<file path="src/rtl/button_pkg.sv">
// ============================================================================
//  Module : button_pkg
//  Brief  : Shared defaults, FSM encodings and counter-width helper for button_bank.
//  Rev    : 1.0  initial release
// ============================================================================
`default_nettype none

package button_pkg;

  localparam int DEF_N_CH     = 4;
  localparam int DEF_DB_TICKS = 15;
  localparam int DEF_LP_TICKS = 200;
  localparam int DEF_CW       = 8;

  localparam int         c_ST_W       = 2;
  localparam logic [1:0] c_ST_IDLE    = 2'd0;
  localparam logic [1:0] c_ST_PRESSED = 2'd1;
  localparam logic [1:0] c_ST_LONG    = 2'd2;

  // Bits needed to hold values 0..max_val, never less than one.
  function automatic int cnt_width(input int max_val);
    return (max_val < 1) ? 1 : $clog2(max_val + 1);
  endfunction

endpackage

`default_nettype wire

</file>
<file path="src/rtl/button_channel.sv">
// ============================================================================
//  Module : button_channel
//  Brief  : One button: 2-FF sync, tick-sampled debounce, press edge, counter, long press.
//  Rev    : 1.0  initial release
// ============================================================================
`default_nettype none

module button_channel
  import button_pkg::*;
#(
  parameter int DB_TICKS = DEF_DB_TICKS,
  parameter int LP_TICKS = DEF_LP_TICKS,
  parameter int CW       = DEF_CW
) (
  input  logic          clk,
  input  logic          i_reset_n,
  input  logic          i_tick,
  input  logic          i_btn,
  input  logic          i_clr_count,
  output logic          o_btn_level,
  output logic          o_press_pulse,
  output logic          o_long_press,
  output logic [CW-1:0] o_count
);

  localparam int                c_DBW     = cnt_width(DB_TICKS - 1);
  localparam int                c_LPW     = cnt_width(LP_TICKS - 1);
  localparam logic [c_DBW-1:0]  c_DB_LAST = c_DBW'(DB_TICKS - 1);
  localparam logic [c_LPW-1:0]  c_LP_LAST = c_LPW'(LP_TICKS - 1);

  logic              sync1_q, sync1_d;
  logic              sync2_q, sync2_d;
  logic [c_DBW-1:0]  db_cnt_q, db_cnt_d;
  logic [c_LPW-1:0]  lp_cnt_q, lp_cnt_d;
  logic [c_ST_W-1:0] state_q, state_d;
  logic              level_prev_q, level_prev_d;
  logic              pulse_q, pulse_d;
  logic [CW-1:0]     count_q, count_d;

  logic w_stable;
  logic w_long;
  logic w_differ;
  logic w_accept;
  logic w_lp_done;

  // State register plus all datapath flops.
  always_ff @(posedge clk or negedge i_reset_n) begin
    if (!i_reset_n) begin
      sync1_q      <= 1'b0;
      sync2_q      <= 1'b0;
      db_cnt_q     <= '0;
      lp_cnt_q     <= '0;
      state_q      <= c_ST_IDLE;
      level_prev_q <= 1'b0;
      pulse_q      <= 1'b0;
      count_q      <= '0;
    end else begin
      sync1_q      <= sync1_d;
      sync2_q      <= sync2_d;
      db_cnt_q     <= db_cnt_d;
      lp_cnt_q     <= lp_cnt_d;
      state_q      <= state_d;
      level_prev_q <= level_prev_d;
      pulse_q      <= pulse_d;
      count_q      <= count_d;
    end
  end

  always_comb begin
    sync1_d   = i_btn;
    sync2_d   = sync1_q;
    w_differ  = (sync2_q != w_stable);
    w_accept  = i_tick && w_differ && (db_cnt_q == c_DB_LAST);
    w_lp_done = i_tick && (lp_cnt_q == c_LP_LAST);

    // A matching sample restarts the run; non-tick cycles hold everything.
    db_cnt_d = db_cnt_q;
    if (i_tick) begin
      db_cnt_d = (w_differ && !w_accept) ? db_cnt_q + 1'b1 : '0;
    end

    lp_cnt_d = lp_cnt_q;
    if ((state_q == c_ST_IDLE) || w_accept) begin
      lp_cnt_d = '0;
    end else if ((state_q == c_ST_PRESSED) && i_tick && !w_lp_done) begin
      lp_cnt_d = lp_cnt_q + 1'b1;
    end

    level_prev_d = w_stable;
    pulse_d      = w_stable && !level_prev_q;

    count_d = count_q;
    if (i_clr_count) begin
      count_d = '0;
    end else if (pulse_q) begin
      count_d = count_q + 1'b1;
    end
  end

  // Next state: an accepted debounce change always wins over the long-press timer.
  always_comb begin
    state_d = state_q;
    case (state_q)
      c_ST_IDLE: begin
        if (w_accept) state_d = c_ST_PRESSED;
      end
      c_ST_PRESSED: begin
        if (w_accept)       state_d = c_ST_IDLE;
        else if (w_lp_done) state_d = c_ST_LONG;
      end
      c_ST_LONG: begin
        if (w_accept) state_d = c_ST_IDLE;
      end
      default: state_d = c_ST_IDLE;
    endcase
  end

  always_comb begin
    w_stable = (state_q != c_ST_IDLE);
    w_long   = (state_q == c_ST_LONG);
  end

  assign o_btn_level   = w_stable;
  assign o_long_press  = w_long;
  assign o_press_pulse = pulse_q;
  assign o_count       = count_q;

endmodule

`default_nettype wire

</file>
<file path="src/rtl/button_bank.sv">
// ============================================================================
//  Module : button_bank
//  Brief  : N_CH-channel push-button front end with optional active-low pins.
//  Rev    : 1.0  initial release
// ============================================================================
`default_nettype none

module button_bank
  import button_pkg::*;
#(
  parameter int N_CH       = DEF_N_CH,
  parameter int DB_TICKS   = DEF_DB_TICKS,
  parameter int CW         = DEF_CW,
  parameter int LP_TICKS   = DEF_LP_TICKS,
  parameter int ACTIVE_LOW = 0
) (
  input  logic               clk,
  input  logic               reset,
  input  logic               tick,
  input  logic [N_CH-1:0]    btn_in,
  input  logic [N_CH-1:0]    clr_count,
  output logic [N_CH-1:0]    btn_level,
  output logic [N_CH-1:0]    press_pulse,
  output logic [N_CH-1:0]    long_press,
  output logic [N_CH*CW-1:0] count
);

  logic [N_CH-1:0] w_btn;

  assign w_btn = (ACTIVE_LOW != 0) ? ~btn_in : btn_in;

  generate
    for (genvar i = 0; i < N_CH; i++) begin : g_ch
      button_channel #(
        .DB_TICKS (DB_TICKS),
        .LP_TICKS (LP_TICKS),
        .CW       (CW)
      ) u_channel (
        .clk           (clk),
        .i_reset_n     (reset),
        .i_tick        (tick),
        .i_btn         (w_btn[i]),
        .i_clr_count   (clr_count[i]),
        .o_btn_level   (btn_level[i]),
        .o_press_pulse (press_pulse[i]),
        .o_long_press  (long_press[i]),
        .o_count       (count[i*CW +: CW])
      );
    end
  endgenerate

endmodule

`default_nettype wire
</file>
<file path="config.mk">
export PLATFORM = sky130hd
export DESIGN_NAME = button_bank
export DESIGN_NICKNAME = d
export VERILOG_FILES = /design/src/rtl/button_pkg.sv /design/src/rtl/button_channel.sv /design/src/rtl/button_bank.sv
export SDC_FILE = /design/constraint.sdc
export NUM_CORES = 1
export LEC_CHECK = 0
export ABC_AREA = 1
export BUFFER_PORTS_ARGS = -buffer_cell sky130_fd_sc_hd__buf_2
export CORE_MARGIN = 4
export CORE_UTILIZATION = 65
export CTS_CLUSTER_DIAMETER = 200
export DETAILED_ROUTE_END_ITERATION = 8
export GPL_TIMING_DRIVEN = 0
export PLACE_DENSITY = 0.95
export SLEW_MARGIN = 20
export SYNTH_ARGS = -nofsm -noshare
export SYNTH_HDL_FRONTEND = slang
export SYNTH_HIERARCHICAL = 1
export SYNTH_SLANG_ARGS = --single-unit
</file>
<file path="constraint.sdc">
create_clock -name clk -period 3.2 [get_ports clk]
set_clock_uncertainty 0.15 [all_clocks]
set_input_delay 0.8 -clock clk [delete_from_list [all_inputs] [get_ports clk]]
set_output_delay 0.8 -clock clk [all_outputs]
set_load 0.02 [all_outputs]
</file>
## Yosys cells after proc, flatten, opt, wreduce, memory -nomap -nowiden

Cells that the tools add are included.

- Register bits: 104
- Word-level logic and storage cells: 180

- $add $sub $neg: 12
- Equal/unequal tests: 32
- Multiplexer cells: 40
- Reductions and logical operators: 64

Operator list:

| cell | number |
|---|---|
| $mux 8 | 16 |
| $add 8x1->8 const B | 8 |
| $eq 8x8->1 const B | 4 |
| $mux 2 | 16 |
| $logic_and 1x1->1 | 28 |
| $pmux 2 s3 | 4 |
| $reduce_bool 2->1 | 12 |
| $add 4x1->4 const B | 4 |
| $eq 4x4->1 const B | 4 |
| $mux 4 | 4 |
| $logic_not 1->1 | 12 |
| $ne 3x1->1 const B | 4 |
| $reduce_and 3->1 | 4 |
| $eq 2x1->1 const B | 4 |
| $eq 2x2->1 const B | 4 |
| $logic_not 2->1 | 4 |
| $ne 2x1->1 const B | 4 |
| $ne 2x2->1 const B | 4 |
| $logic_or 1x1->1 | 4 |
| $ne 1x1->1 | 4 |

## Depth between registers and ports, before layout

Gate-level depths: netlist of the first run.

- Word-level depth: 7
- Mapped depth: 9
- Depth with buffers taken out: 9

## Hierarchy

The synthesis of the first run kept the hierarchy.

Modules (own cells, without submodules):

| module | times used | cells an instance | area an instance (um^2) |
|---|---|---|---|
| button_channel | 4 | 205 | 1,545.2 |

## Worst setup path before layout of the first run

Ideal clock, no wire load.

- Kind: flip-flop to output port
- From: reg g_ch[0].u_channel.state_q[1]
- To: out long_press[0]
- Arrival time: 0.740 ns
- Data required time: 2.250 ns
- Slack: 1.510 ns
- Stages on the path, launching flop included: 3
- Cells stage by stage: dfrtp_1 > inv_1 > nor2_1

- Word-level cells in the longest chain between the ends: 1

Ends and longest elaborated chain:

| element | RTL line | text |
|---|---|---|
| start, declared | button_channel.sv:35 | `logic [c_ST_W-1:0] state_q, state_d;` |
| start signal, assigned | button_channel.sv:53 | `state_q <= c_ST_IDLE;` |
| start signal, assigned | button_channel.sv:62 | `state_q <= state_d;` |
| $eq 2x2->1 | button_channel.sv:120 | `w_long = (state_q == c_ST_LONG);` |
| end, declared | button_bank.sv:24 | `output logic [N_CH-1:0] long_press,` |

Every way passes these cells.

## Worst setup path after layout of the first run

- From: reg g_ch[3].u_channel.state_q[1]
- To: out btn_level[3]

- Word-level cells in the longest chain between the ends: 1

Ends and longest elaborated chain:

| element | RTL line | text |
|---|---|---|
| start, declared | button_channel.sv:35 |  |
| start signal, assigned | button_channel.sv:53 |  |
| start signal, assigned | button_channel.sv:62 |  |
| $reduce_bool 2->1 | button_channel.sv:119 | `w_stable = (state_q != c_ST_IDLE);` |
| end, declared | button_bank.sv:22 | `output logic [N_CH-1:0] btn_level,` |

Every way passes these cells.

==> results of run 1 <==
cells in the mapped netlist, drive strengths merged:
library cell  number
nand2            232
inv              116
dfrtp            104
nor2             100
nand3             96
a21oi             32
nand4             24
o21ai             24
buf               20
nor3              20
ha                16
xor2              12
a211oi             4
and3               4
clkinv             4
o21bai             4
or2                4
xnor2              4
metal layers:
layer,routed length (um),share of wire (%)
met1,5570,44
met2,6270,50
met3,539,4.3
met4,235,1.9
met5,0,0
layout make-up:
cell class | instances | area, um2
well taps | 129 | 161
inverters | 120 | 450
flip-flops and latches | 104 | 2600
plain buffers | 20 | 145
multi-input cells | 576 | 2980
repair buffers | 55 | 304
clock inverters | 4 | 55.1
fillers | 673 | 2400
clock buffers | 12 | 135
cell usage in the layout, fill, tap and decap left out, types with 5 or more instances in the layout:
| cell type | count |
|---|---|
| nand2_1 | 208 |
| dfrtp_1 | 104 |
| inv_1 | 100 |
| nand3_1 | 96 |
| nor2_1 | 80 |
| buf_2 | 61 |
| a21oi_1 | 24 |
| nand4_1 | 24 |
| nor2_2 | 16 |
| inv_2 | 16 |
| nand2_2 | 16 |
| ha_1 | 16 |
| xor2_1 | 12 |
| o21ai_1 | 12 |
| nor3_1 | 12 |
| o21ai_0 | 12 |
| clkbuf_8 | 9 |
| buf_4 | 8 |
| nor3_2 | 8 |
| nand2_4 | 8 |
| buf_6 | 5 |
worst paths after layout:
path | startpoint | end | slack [ns] | cells past startpoint
setup / recovery | g_ch[3].u_channel/state_q[1] | btn_level[3] | 0.88 | 3
hold / removal | reset | g_ch[0].u_channel/o_count[5] | 0.16 | 1
setup reg to reg | g_ch[3].u_channel/db_cnt_q[0] | g_ch[3].u_channel/lp_cnt_q[4] | 1.54 | 9
hold reg to reg | g_ch[2].u_channel/sync1_q | g_ch[2].u_channel/sync2_q | 0.19 | 0
max in group asynchronous | reset | g_ch[1].u_channel/db_cnt_q[2] | 2.10 | 2
min in group clk | g_ch[2].u_channel/sync1_q | g_ch[2].u_channel/sync2_q | 0.19 | 0
critical path, delay by kind of cell (launching register included):
kind	cells	cell delay, ns
buffers and inverters	2	0.29
AND/OR/NAND/NOR	1	0.27
flip-flops	1	0.44
metrics by stage:
step | hold slack (ns) | worst slack, ns | instances
floorplan | 0.181 | 1.51 | 820
global placement | 0.183 | 0.114 | 1003
detailed placement | 0.190 | 1.16 | 1004
CTS | 0.168 | 0.891 | 1020
global route | 0.172 | 0.815 | 1020
finish | 0.157 | 0.880 | 1020
state kept, by name, indices dropped and copies added (netlist names):
name	cells
g_ch.u_channel/lp_cnt_q	32
g_ch.u_channel/o_count	32
g_ch.u_channel/db_cnt_q	16
g_ch.u_channel/state_q	8
g_ch.u_channel/level_prev_q	4
g_ch.u_channel/o_press_pulse	4
g_ch.u_channel/sync1_q	4
g_ch.u_channel/sync2_q	4
logic make-up after synthesis:
kind of cell	synth area share, %
compound gates	6.48
xor+xnor	2.27
fa+ha+maj	3.24
buf+inv	9.64
flops	42.1
simple gates	36.3
where the power goes:
part           internal (uW)  switching (uW)  total [uW]  leakage (uW)
Combinational           43.4            89.7         133       0.00216
Sequential              1340            22.4        1360       0.00138
Clock                    366             441         808     0.0000908
Total                   1750             554        2300       0.00364
==> flow_summary.yaml, run 1 <==
placed_design:
  hpwlAfterDp_mm: 9.34
  placed_cell_area_mm2: 0.00665
  io_buffers: 54
  routabilityCongestion: 0.891
setup_path:
  crit_chain: "nor2_2 -> inv_2 -> buf_2"
  start_kind: "register"
  critPathRequiredTime_ns: 2.25
  arrival_ns: 1.37
  slowest_delay_ns: 0.44
  crit_slowest_cell: "dfrtp_1"
  path_max_fanout: 4
  crit_type: "reg2out"
  end_kind: "output port"
global_routing:
  grt.busiest_layer: "met2"
  grt.total_usage_pct: 24.2
  grt_max_degree: 68
  grtUsageMet3_pct: 4.96
  grt_antenna_before_repair: 0
  overflow: 0
  first_global_vias: 5234
  grtUsageMet2_pct: 42.5
  met1_usage_pct: 29.9
  grt_pass1_wl_mm: 22.4
final_layout:
  n_antenna_cell: 0
  nNetsFinal: 913
  area_delta_synth_final_pct: 10.6
  drive_gt1_share_pct: 18.9
  finalInstanceArea_mm2: 0.00684
  final_util_pct: 74.0
sta:
  finalSetupViolations: 0
  post-route-min-period_ns: 2.32
  max_freq_mhz: 431
  slew_viol_final: 0
  worst_pin_slew_ns: 0.377
  slew_headroom_pct: 74.7
  setup_tns_ns: 0
  rsz0062_at_grt: "false"
  hold_violations: 0
  fin_crit_sh_pct: 72.5
status:
  status: "completed"
yosys:
  synthTopCellsByArea: "dfrtp_1 42%, nand2_1 13%, nand3_1 7.8%"
  synth.avg_cell_area_um2: 7.54
  syn_area_mm2: 0.00618
  yosys.area.top_type_share_pct: 42.1
  netlist_instances: 820
  synth_cell_types: 29
  ys_seq_elements: 104
  ys_warn_count: 6
  yosysSeqAreaShare_pct: 42.1
  synthesis.nets: 847
  synth.largest_area_cell: "dfrtp_1"
cts:
  cts-root-buf: "clkbuf_8"
  postCtsSetupRepairBufs: 0
  cts_max_path_buffers: 2
  cts_inserted_buffers: 9
  clock-sinks: 104
  postCtsResizedCells: 0
  path_clk_slew_ns: 0.10
  cts_tree: "done"
  cts_max_level: 3
  cts_hold_buffers: 0
  clk_latency_ns: 0.37
power_and_ir_drop:
  leakagePower_uw: 0.00364
  power.density_mw_per_mm2: 337
  max-vdd-ir-drop_v: 0.000277
  total_power_uw: 2300
worst_hold_path:
  hold_class: "in2async"
floorplanning:
  dieArea_mm2: 0.0111
  rows: 35
  die_h_um: 106
  ios: 55
  core_mm2: 0.00924
  start_util_pct: 66.9
  dieWidth_um: 106
route:
  drt-total-wl_mm: 12.6
  drcViolationCount: 0
  viasPerCell: 5.34
  ant_nets: 0
  post_drt_wl_per_cell_um: 12.4
  dr.pass1.iters: 5
  first_iter_violations: 284
  dr_total_vias: 5448
flow_run:
  cap_violations: 0
(Power assumes the default switching activity.)
==> inputs of run 2 (changes only) <==
--- a/config.mk
+++ b/config.mk
@@ -8,11 +8,11 @@
 export ABC_AREA = 1
 export BUFFER_PORTS_ARGS = -buffer_cell sky130_fd_sc_hd__buf_2
 export CORE_MARGIN = 4
-export CORE_UTILIZATION = 65
+export CORE_UTILIZATION = 54
 export CTS_CLUSTER_DIAMETER = 200
 export DETAILED_ROUTE_END_ITERATION = 8
 export GPL_TIMING_DRIVEN = 0
-export PLACE_DENSITY = 0.95
+export PLACE_DENSITY = 0.88
 export SLEW_MARGIN = 20
 export SYNTH_ARGS = -nofsm -noshare
 export SYNTH_HDL_FRONTEND = slang
==> constraint.sdc (replaced) <==
create_clock -name clk -period 1.93 [get_ports clk]
set_clock_uncertainty 0.15 [all_clocks]
set_input_delay 0.4825 -clock clk [delete_from_list [all_inputs] [get_ports clk]]
set_output_delay 0.4825 -clock clk [all_outputs]
set_load 0.02 [all_outputs]
==> run 2 against run 1 <==
Design area is 1.8% higher; non-clock buffer count grew 1; critical path depth unchanged; worst setup slack lost 0.79 ns; clock power increased by 110%; critical endpoint is now long_press[1].
==> flow_summary.yaml, run 2 (same netlist as run 1, synthesis figures left out) <==
final_layout:
  drive_gt1_share_pct: 18.8
  layout_common_cells: "208 x nand2_1, 104 x dfrtp_1, 100 x inv_1"
  area_delta_synth_final_pct: 12.6
  nNetsFinal: 914
  n_antenna_cell: 0
  final_util_pct: 63.1
  layout_commonest_cell: "nand2_1"
route:
  ant_nets: 0
  drcViolationCount: 0
  drt-total-wl_mm: 12.3
  viasPerCell: 5.18
  post_drt_wl_per_cell_um: 11.9
  first_iter_violations: 359
  dr.pass1.iters: 5
  dr_total_vias: 5343
power_and_ir_drop:
  total_power_uw: 4150
  leakagePower_uw: 0.00368
  pwr-share-seq_pct: 54.4
  clockPowerShare_pct: 40.4
  power.switching_uw: 950
  p_sw_share_pct: 22.9
  max-vdd-ir-drop_v: 0.000378
  p_int_uw: 3200
  power.density_mw_per_mm2: 597
  p_comb_share_pct: 5.2
sta:
  worst_pin_slew_ns: 0.380
  setup_tns_ns: 0
  whs_ns: 0.0826
  finalSetupViolations: 0
  slew_headroom_pct: 74.5
  timing.final.ws_setup_ns: 0.0920
  max_freq_mhz: 544
  slew_viol_final: 0
  hold_violations: 0
  fin_crit_sh_pct: 95.2
  rsz0062_at_grt: "false"
  post-route-min-period_ns: 1.84
global_routing:
  grt.total_usage_pct: 20.2
  grt_antenna_before_repair: 0
  overflow: 0
  first_global_vias: 5010
  grt_pass1_wl_mm: 22.1
  grt_max_degree: 84
setup_path:
  path_max_fanout: 3
  critPathRequiredTime_ns: 1.30
  arrival_ns: 1.21
  start_kind: "register"
  end_kind: "output port"
  crit_chain: "inv_1 -> nor2_1 -> buf_2"
  crit_type: "reg2out"
  crit_slowest_cell: "dfrtp_1"
  slowest_delay_ns: 0.43
cts:
  cts-root-buf: "clkbuf_16"
  clock-sinks: 104
  path_clk_slew_ns: 0.07
  cts_max_path_buffers: 2
  postCtsSetupRepairBufs: 0
  clk_latency_ns: 0.35
  cts_max_level: 3
  cts_tree: "done"
  cts_inserted_buffers: 9
floorplanning:
  dieWidth_um: 115
  die_h_um: 115
  ios: 55
  rows: 38
  core_mm2: 0.0110
  dieArea_mm2: 0.0132
  start_util_pct: 56.0
flow_run:
  cap_violations: 0
worst_hold_path:
  hold_class: "in2reg"
placed_design:
  routabilityCongestion: 0.885
  io_buffers: 54
  hpwlAfterDp_mm: 8.84
  place_ws_ns: 0.181
status:
  status: "completed"
run 2: layout make-up:
cell class	instances	area (um2)
multi-input combinational	576	3000
clock inverter	3	17.5
inverter	120	450
sequential	104	2600
clock buffer	13	250
tap	140	175
buffer	20	145
timing repair buffer	56	314
fill	951	4070
run 2: worst max-delay path, delay by kind of cell, from the launching register on:
family / cells / cell delay [ns]
DFF: 1 / 0.43
buffers and inverters: 2 / 0.28
and+or+nand+nor: 1 / 0.15
run 2: power groups by stage:
stage	clock network (uW)	logic, uW	registers [uW]
finish	1680	217	2260
global route	1820	257	2260
CTS	1730	222	2260
detailed placement	0	218	2300
global placement	0	202	2300
floorplan	0	120	2290
run 2: repair_timing:
item,4_1_cts,5_1_grt
resized for setup,0,4
hold buffers,1,0
hold endpoints to repair,21,0
endpoints found under the setup margin,0,4
run 2: metal layers:
metal  track usage [%]  wire length [um]  up-vias  part of all wire (%)
met3              2.79               529       17                   4.3
met2              33.3              5890      118                    48
li1                  -                 -     2735                     -
met1              26.6              5670     2473                    46
met4              9.15               245        0                   2.0
met5                 0                 0        -                     0
run 2: worst paths after layout:
kind / slack (ns) / end / start / cells after the start
max in group asynchronous: 0.60 / g_ch[0].u_channel/o_count[7] / reset / 3
min in group asynchronous: 0.40 / g_ch[1].u_channel/state_q[0] / reset / 2
worst max register to register: 0.22 / g_ch[3].u_channel/lp_cnt_q[6] / g_ch[3].u_channel/db_cnt_q[0] / 9
worst min register to register: 0.21 / g_ch[1].u_channel/sync2_q / g_ch[1].u_channel/sync1_q / 0
worst min-delay path: 0.08 / g_ch[0].u_channel/sync1_q / btn_in[0] / 1
worst max-delay path: 0.09 / long_press[1] / g_ch[1].u_channel/state_q[1] / 3
run 2: metrics by stage:
stage               instance area [um2]  std cells
CTS                                6940       1032
global placement                   6630       1014
floorplan                          6180        820
detailed placement                 6660       1015
finish                             6960       1032
global route                       6960       1032
